$ cat src/rtl/mem_port_arbiter.sv
// mem_port_arbiter: shares one single-ported memory bus between instruction
// fetch and data access. A global stall holds the pipeline until every access
// pending in the current window has completed. A hung bus access is aborted
// after TIMEOUT grant cycles and reported as an error completion.
module mem_port_arbiter #(
  parameter int unsigned TIMEOUT = 255
) (
  input  logic        clk,
  input  logic        rst,
  input  logic        if_req,
  input  logic [31:0] if_addr,
  output logic [31:0] if_rdata,
  output logic        if_done,
  input  logic        mem_rd,
  input  logic        mem_wr,
  input  logic [31:0] mem_addr,
  input  logic [31:0] mem_wdata,
  output logic [31:0] mem_rdata,
  output logic        mem_done,
  output logic        stall,
  output logic        bus_err,
  output logic        bus_req,
  output logic        bus_we,
  output logic [31:0] bus_addr,
  output logic [31:0] bus_wdata,
  input  logic        bus_ack,
  input  logic [31:0] bus_rdata
);

  localparam int unsigned CW = $clog2(TIMEOUT + 1);
  localparam logic [CW-1:0] CNT_LAST = CW'(TIMEOUT - 1);

  typedef enum logic [1:0] {
    IDLE    = 2'd0,
    GNT_MEM = 2'd1,
    GNT_IF  = 2'd2
  } state_t;

  state_t        state_reg, state_next;
  logic [CW-1:0] cnt_reg, cnt_next;
  logic          req_reg, req_next;
  logic          we_reg, we_next;
  logic [31:0]   addr_reg, addr_next;
  logic [31:0]   wdata_reg, wdata_next;
  logic [31:0]   if_rdata_reg, if_rdata_next;
  logic [31:0]   mem_rdata_reg, mem_rdata_next;
  logic          if_done_reg, if_done_next;
  logic          mem_done_reg, mem_done_next;
  logic          err_reg, err_next;
  logic          if_srv_reg, if_srv_next;
  logic          mem_srv_reg, mem_srv_next;

  logic mem_acc;
  logic timed_out;

  // A store wins when both MemRead and MemWrite are set.
  assign mem_acc   = mem_rd | mem_wr;
  // Abort on the last allowed grant cycle if the bus still has not answered.
  assign timed_out = (cnt_reg == CNT_LAST) & ~bus_ack;
  // Stall until each requester present this window has been served once.
  assign stall     = (if_req & ~if_srv_reg) | (mem_acc & ~mem_srv_reg);

  assign bus_req   = req_reg;
  assign bus_we    = we_reg;
  assign bus_addr  = addr_reg;
  assign bus_wdata = wdata_reg;
  assign if_rdata  = if_rdata_reg;
  assign mem_rdata = mem_rdata_reg;
  assign if_done   = if_done_reg;
  assign mem_done  = mem_done_reg;
  assign bus_err   = err_reg;

  // State and bus/result registers; reset drops the bus at once.
  always_ff @(posedge clk or negedge rst) begin
    if (!rst) begin
      state_reg     <= IDLE;
      cnt_reg       <= '0;
      req_reg       <= 1'b0;
      we_reg        <= 1'b0;
      addr_reg      <= '0;
      wdata_reg     <= '0;
      if_rdata_reg  <= '0;
      mem_rdata_reg <= '0;
      if_done_reg   <= 1'b0;
      mem_done_reg  <= 1'b0;
      err_reg       <= 1'b0;
      if_srv_reg    <= 1'b0;
      mem_srv_reg   <= 1'b0;
    end else begin
      state_reg     <= state_next;
      cnt_reg       <= cnt_next;
      req_reg       <= req_next;
      we_reg        <= we_next;
      addr_reg      <= addr_next;
      wdata_reg     <= wdata_next;
      if_rdata_reg  <= if_rdata_next;
      mem_rdata_reg <= mem_rdata_next;
      if_done_reg   <= if_done_next;
      mem_done_reg  <= mem_done_next;
      err_reg       <= err_next;
      if_srv_reg    <= if_srv_next;
      mem_srv_reg   <= mem_srv_next;
    end
  end

  // Grant selection, ack/timeout completion and served-flag bookkeeping.
  always_comb begin
    state_next     = state_reg;
    cnt_next       = cnt_reg;
    req_next       = req_reg;
    we_next        = we_reg;
    addr_next      = addr_reg;
    wdata_next     = wdata_reg;
    if_rdata_next  = if_rdata_reg;
    mem_rdata_next = mem_rdata_reg;
    if_done_next   = 1'b0;
    mem_done_next  = 1'b0;
    err_next       = 1'b0;
    // Served flags only live until the pipeline advances.
    if_srv_next    = stall ? if_srv_reg : 1'b0;
    mem_srv_next   = stall ? mem_srv_reg : 1'b0;

    case (state_reg)
      IDLE: begin
        // Data side has fixed priority; bus_ack is not looked at here.
        if (mem_acc && !mem_srv_reg) begin
          addr_next  = mem_addr;
          wdata_next = mem_wdata;
          we_next    = mem_wr;
          req_next   = 1'b1;
          cnt_next   = '0;
          state_next = GNT_MEM;
        end else if (if_req && !if_srv_reg) begin
          addr_next  = if_addr;
          we_next    = 1'b0;
          req_next   = 1'b1;
          cnt_next   = '0;
          state_next = GNT_IF;
        end
      end

      GNT_MEM: begin
        if (bus_ack || timed_out) begin
          state_next    = IDLE;
          req_next      = 1'b0;
          mem_srv_next  = 1'b1;
          mem_done_next = 1'b1;
          err_next      = timed_out;
          if (!bus_ack) begin
            mem_rdata_next = '0;
          end else if (!we_reg) begin
            mem_rdata_next = bus_rdata;
          end
        end else begin
          cnt_next = cnt_reg + CW'(1);
        end
      end

      GNT_IF: begin
        if (bus_ack || timed_out) begin
          state_next    = IDLE;
          req_next      = 1'b0;
          if_srv_next   = 1'b1;
          if_done_next  = 1'b1;
          err_next      = timed_out;
          if_rdata_next = bus_ack ? bus_rdata : 32'd0;
        end else begin
          cnt_next = cnt_reg + CW'(1);
        end
      end

      default: begin
        state_next = IDLE;
        req_next   = 1'b0;
      end
    endcase
  end

endmodule

$ cat config.mk
export PLATFORM = sky130hd
export DESIGN_NAME = mem_port_arbiter
export DESIGN_NICKNAME = d
export VERILOG_FILES = /design/src/rtl/mem_port_arbiter.sv
export SDC_FILE = /design/constraint.sdc
export NUM_CORES = 1
export LEC_CHECK = 0
export ABC_CLOCK_PERIOD_IN_PS = 4100
export BUFFER_PORTS_ARGS = -buffer_cell sky130_fd_sc_hd__buf_4
export CORE_ASPECT_RATIO = 0.5
export CORE_UTILIZATION = 51
export DETAILED_ROUTE_END_ITERATION = 12
export GPL_TIMING_DRIVEN = 0
export PLACE_DENSITY = 0.85
export SLEW_MARGIN = 20
export SYNTH_ARGS = -nofsm -noshare
export SYNTH_HDL_FRONTEND = slang
export SYNTH_SLANG_ARGS = --single-unit
$ cat constraint.sdc
create_clock -name clk -period 4.1 [get_ports clk]
set_input_delay 0.205 -clock clk [delete_from_list [all_inputs] [get_ports clk]]
set_output_delay 0.205 -clock clk [all_outputs]
set_load 0.005 [all_outputs]
==> metrics.md <==
| Metric | Value |
|---|---|
| Root Driver | `clkbuf_16` |
| Initial DRC Count | `about 360` |
| Yosys top cell by area | `dfrtp_1` |
| Adder-cell area share of the yosys netlist | `1.01%` |
| Flop pwr share | `~36%` |
| CP Buf/Inv Count | `3` |
| Io pins | `between 200 and 300` |
| Largest net degree at the start of global routing | `around 100` |
| Critical path required time | `3.89 ns` |
| Synth Area in XOR/XNOR | `0%` |
| Die area | `12,700 µm²` |
| WP depth | `5` |
| Vias in the first global route | `5,311` |
| Htree depth | `4` |
| Synth Instances | `546` |
| Worst hold path startpoint | `bus_rdata[3]` |
| Port bufs | `about 270` |
| RSZ-0062 raised after global routing | `false` |
| Hold depth | `2` |
| Avg Inst Size Synth | `11.4 µm²` |
| Worst path max stage delay | `0.35 ns` |
| EDFF count, synth | `0` |
| Int Pwr | `4.70 mW` |
| Synthesis-to-layout area growth | `45.1%` |
| RR Endpoint | `bus_wdata[13]$_DFFE_PN0P_` |
| Antenna Nets Post-Route | `0` |
| Max-slew violations | `0` |
| Wirelength per Cell | `16.9 µm` |
| Kind of critical path | `register to output pin` |
| Psw | `2.45 mW` |
| First-pass GRT wire length | `26,200 µm` |
| Register clock-pin slew on the reported worst setup and hold paths | `0.07 ns` |
| Crit Path Max Fanout | `10` |
| Pre-antenna DRT Iters | `4` |
| Reg2reg setup slack | `~2.3 ns` |
| Async SR Flop Fraction | `100%` |
| FF+latch count, synth | `145` |
| Final clock skew | `0.0130 ns` |
| Die Wd | `158 µm` |
| Final Setup Violations | `0` |
| Switching Share | `34.3%` |
| Delay-heaviest family, CP | `buffers and inverters` |
| GRT Residual Overflow | `0` |
| Mapped Area | `6220 µm²` |
| Hold crit path type | `input port to register` |
| Sequential area share after synthesis | `58.3%` |
| Worst hold margin | `0.0126 ns` |
| Final WL | `17,100 µm` |
| Slew HR | `66.2%` |
| Combinational power share | `43.4%` |
| Peak Freq | `0.540 GHz` |
| GP Congestion | `0.784` |
| Crit-path cells | `o21bai_1, buf_4, buf_2, nand2_1, buf_4` |
| Tot GR Track Use | `27.4%` |
| Drt drc | `0` |
| Clock network power share | `20.5%` |
| Post-synthesis mux area share | `11.2%` |
| Starting density of the core | `52.5%` |
| Slowest CP cell | `dfrtp_1` |
| Leak pwr | `4.46 nW` |
| Compound-Gate Fraction of Synth Area | `17.2%` |
| Setup crit end kind | `output pin` |
| Number of clock sinks | `145` |
| Clk_lat worst skew | `0.41 ns` |
| Syn_nets | `around 690` |
| Vias | `5,398` |
| CTS tree | `done` |
| Vias per Instance | `5.34` |
| Longest Clk Path Bufs | `2` |
| Maxcap violations | `0` |
| CTS Buf Count | `17` |
| Count of different cell masters after synthesis | `33` |
| Post-CTS setup buffer count | `0` |
| Worst path most repeated cell | `buf_4` |
| Worst Reg-to-Reg Cells | `6` |
| Core area | `11,800 µm²` |
| Cell with the most instances after synthesis | `dfrtp_1` |
| Setup TNS | `0 ns` |
| Hold violation count in the final report | `0` |
| Reg2Reg Launch Point | `state_reg[0]$_DFFE_PN0P_` |
| Top cells by area, synth | `dfrtp_1 58%, a22o_1 9.0%, nand2_1 6.2%` |
| Synth Flop Type | `dfrtp_1` |
| Type of origin of the critical path | `register` |
| Worst VDD drop | `373 µV` |
| Die height | `approximately 80 µm` |
| Synth top cells by count | `145 x dfrtp_1, 103 x nand2_1, 67 x o21ai_0` |
| Fin crit share | `45.1%` |
| Antenna diode count | `0` |
| Simple-gate portion of the synthesized area | `under 10%` |
| Cts repair resizes | `0` |
| Worst Hold End | `if_rdata[3]$_DFFE_PN0P_` |
| Crit path time final | `1.85 ns` |
| Largest family of logic cells by synthesized area | `compound AO/OA/AOI/OAI gates` |
| Initial antenna violation count | `0` |
| Outcome | `complete, no violations` |
| Least-Margin Pin Slew | `0.507 ns` |
| Pwr dens | `792 nW/µm²` |
| Ratio of cells with drive above 1 in the final layout | `between 40 and 50%` |
| DP HPWL | `12,600 µm` |
| Crit path DAT | `1.65 ns` |
| Post-synth top area share | `58.3%` |
| Layout net count | `972` |
| Fill count | `828` |
| FP Rows | `28` |
| Yosys warning count | `0` |
stage by stage:
step	utilization (%)	cells	worst slack [ns]	power (mW)	cell area, µm²
detailed placement	71.4	978	2.25	5.70	8460
CTS	76.2	1011	2.23	7.18	9020
finish	76.2	1011	2.25	7.15	9020
floorplan	-	546	2.52	4.08	6220
global route	76.2	1011	2.11	7.61	9020
global placement	71.1	977	2.22	5.54	8420
logic make-up after synthesis:
kind of cell / count (synthesis)
buffers and inverters: 48
AOI/OAI and AO/OA: 154
adders and majority gates: 5
and+or+nand+nor: 129
DFF: 145
muxes: 65
how the worst max path moves through the flow:
stage                              from                        end  slack, ns
2_1_floorplan  state_reg[0]$_DFFE_PN0P_   bus_wdata[0]$_DFFE_PN0P_       2.52
4_1_cts           mem_srv_reg$_DFF_PN0_                      stall       2.23
3_5_place_dp   state_reg[0]$_DFFE_PN0P_  bus_wdata[13]$_DFFE_PN0P_       2.25
3_3_place_gp                        rst   bus_addr[12]$_DFFE_PN0P_       2.22
5_1_grt        state_reg[0]$_DFFE_PN0P_    bus_addr[7]$_DFFE_PN0P_       2.11
6_report          mem_srv_reg$_DFF_PN0_                      stall       2.25
worst reg2reg max path: cells and delay by family, from the launching register on:
family	cells	cell delay [ns]
adder cells (fa/ha/maj)	1	0.20
AND/OR/NAND/NOR	1	0.20
multiplexers	1	0.37
flip-flops	1	0.41
buffers and inverters	3	0.56
cell usage in the layout, fill, tap and decap left out, drive strengths merged:
cell type / n
a21oi: 4
a221o: 2
a22o: 64
a31oi: 8
a32o: 1
and2: 2
and3: 6
buf: 289
bufinv: 1
clkbuf: 40
clkinv: 9
clkinvlp: 1
dfrtp: 145
dlygate4sd3: 1
ha: 5
inv: 7
mux2: 33
mux2i: 32
nand2: 103
nand2b: 6
nand3: 4
nand4: 1
nor2: 1
nor2b: 4
nor3b: 2
o211a: 1
o211ai: 1
o21a: 1
o21ai: 69
o21ba: 1
o21bai: 1
o22a: 1
metal layers:
| layer | up-vias | global-route usage (%) | wire length [µm] |
|---|---|---|---|
| met5 | - | 0 | 0 |
| met4 | 0 | 10.8 | 361 |
| met3 | 31 | 5.94 | 907 |
| met2 | 183 | 48.0 | 8830 |
| met1 | 2675 | 33.2 | 6950 |
| li1 | 2509 | - | - |
area by class of cell:
cell class | count | area, µm² | area share, %
Sequential cell | 145 | 3630 | 40.2
Multi-Input combinational cell | 353 | 2380 | 26.4
Timing Repair Buffer | 268 | 2040 | 22.6
Clock buffer | 20 | 447 | 4.95
Tap cell | 165 | 206 | 2.29
Buffer | 42 | 189 | 2.09
Clock inverter | 12 | 110 | 1.22
Inverter | 6 | 22.5 | 0.250
repair_timing:
action / CTS / global route
hold buffers: 1 / 0
setup endpoints to repair: 0 / 0
endpoints found under the hold margin: 43 / 0
power by group through the flow:
stage               combinational (mW)  sequential, mW  clock, mW
floorplan                         1.52            2.57          0
global placement                  3.00            2.54          0
detailed placement                3.12            2.58          0
CTS                               3.13            2.57       1.48
global route                      3.41            2.66       1.54
finish                            3.10            2.58       1.47
Note: power is estimated with default switching activity, not from simulation.
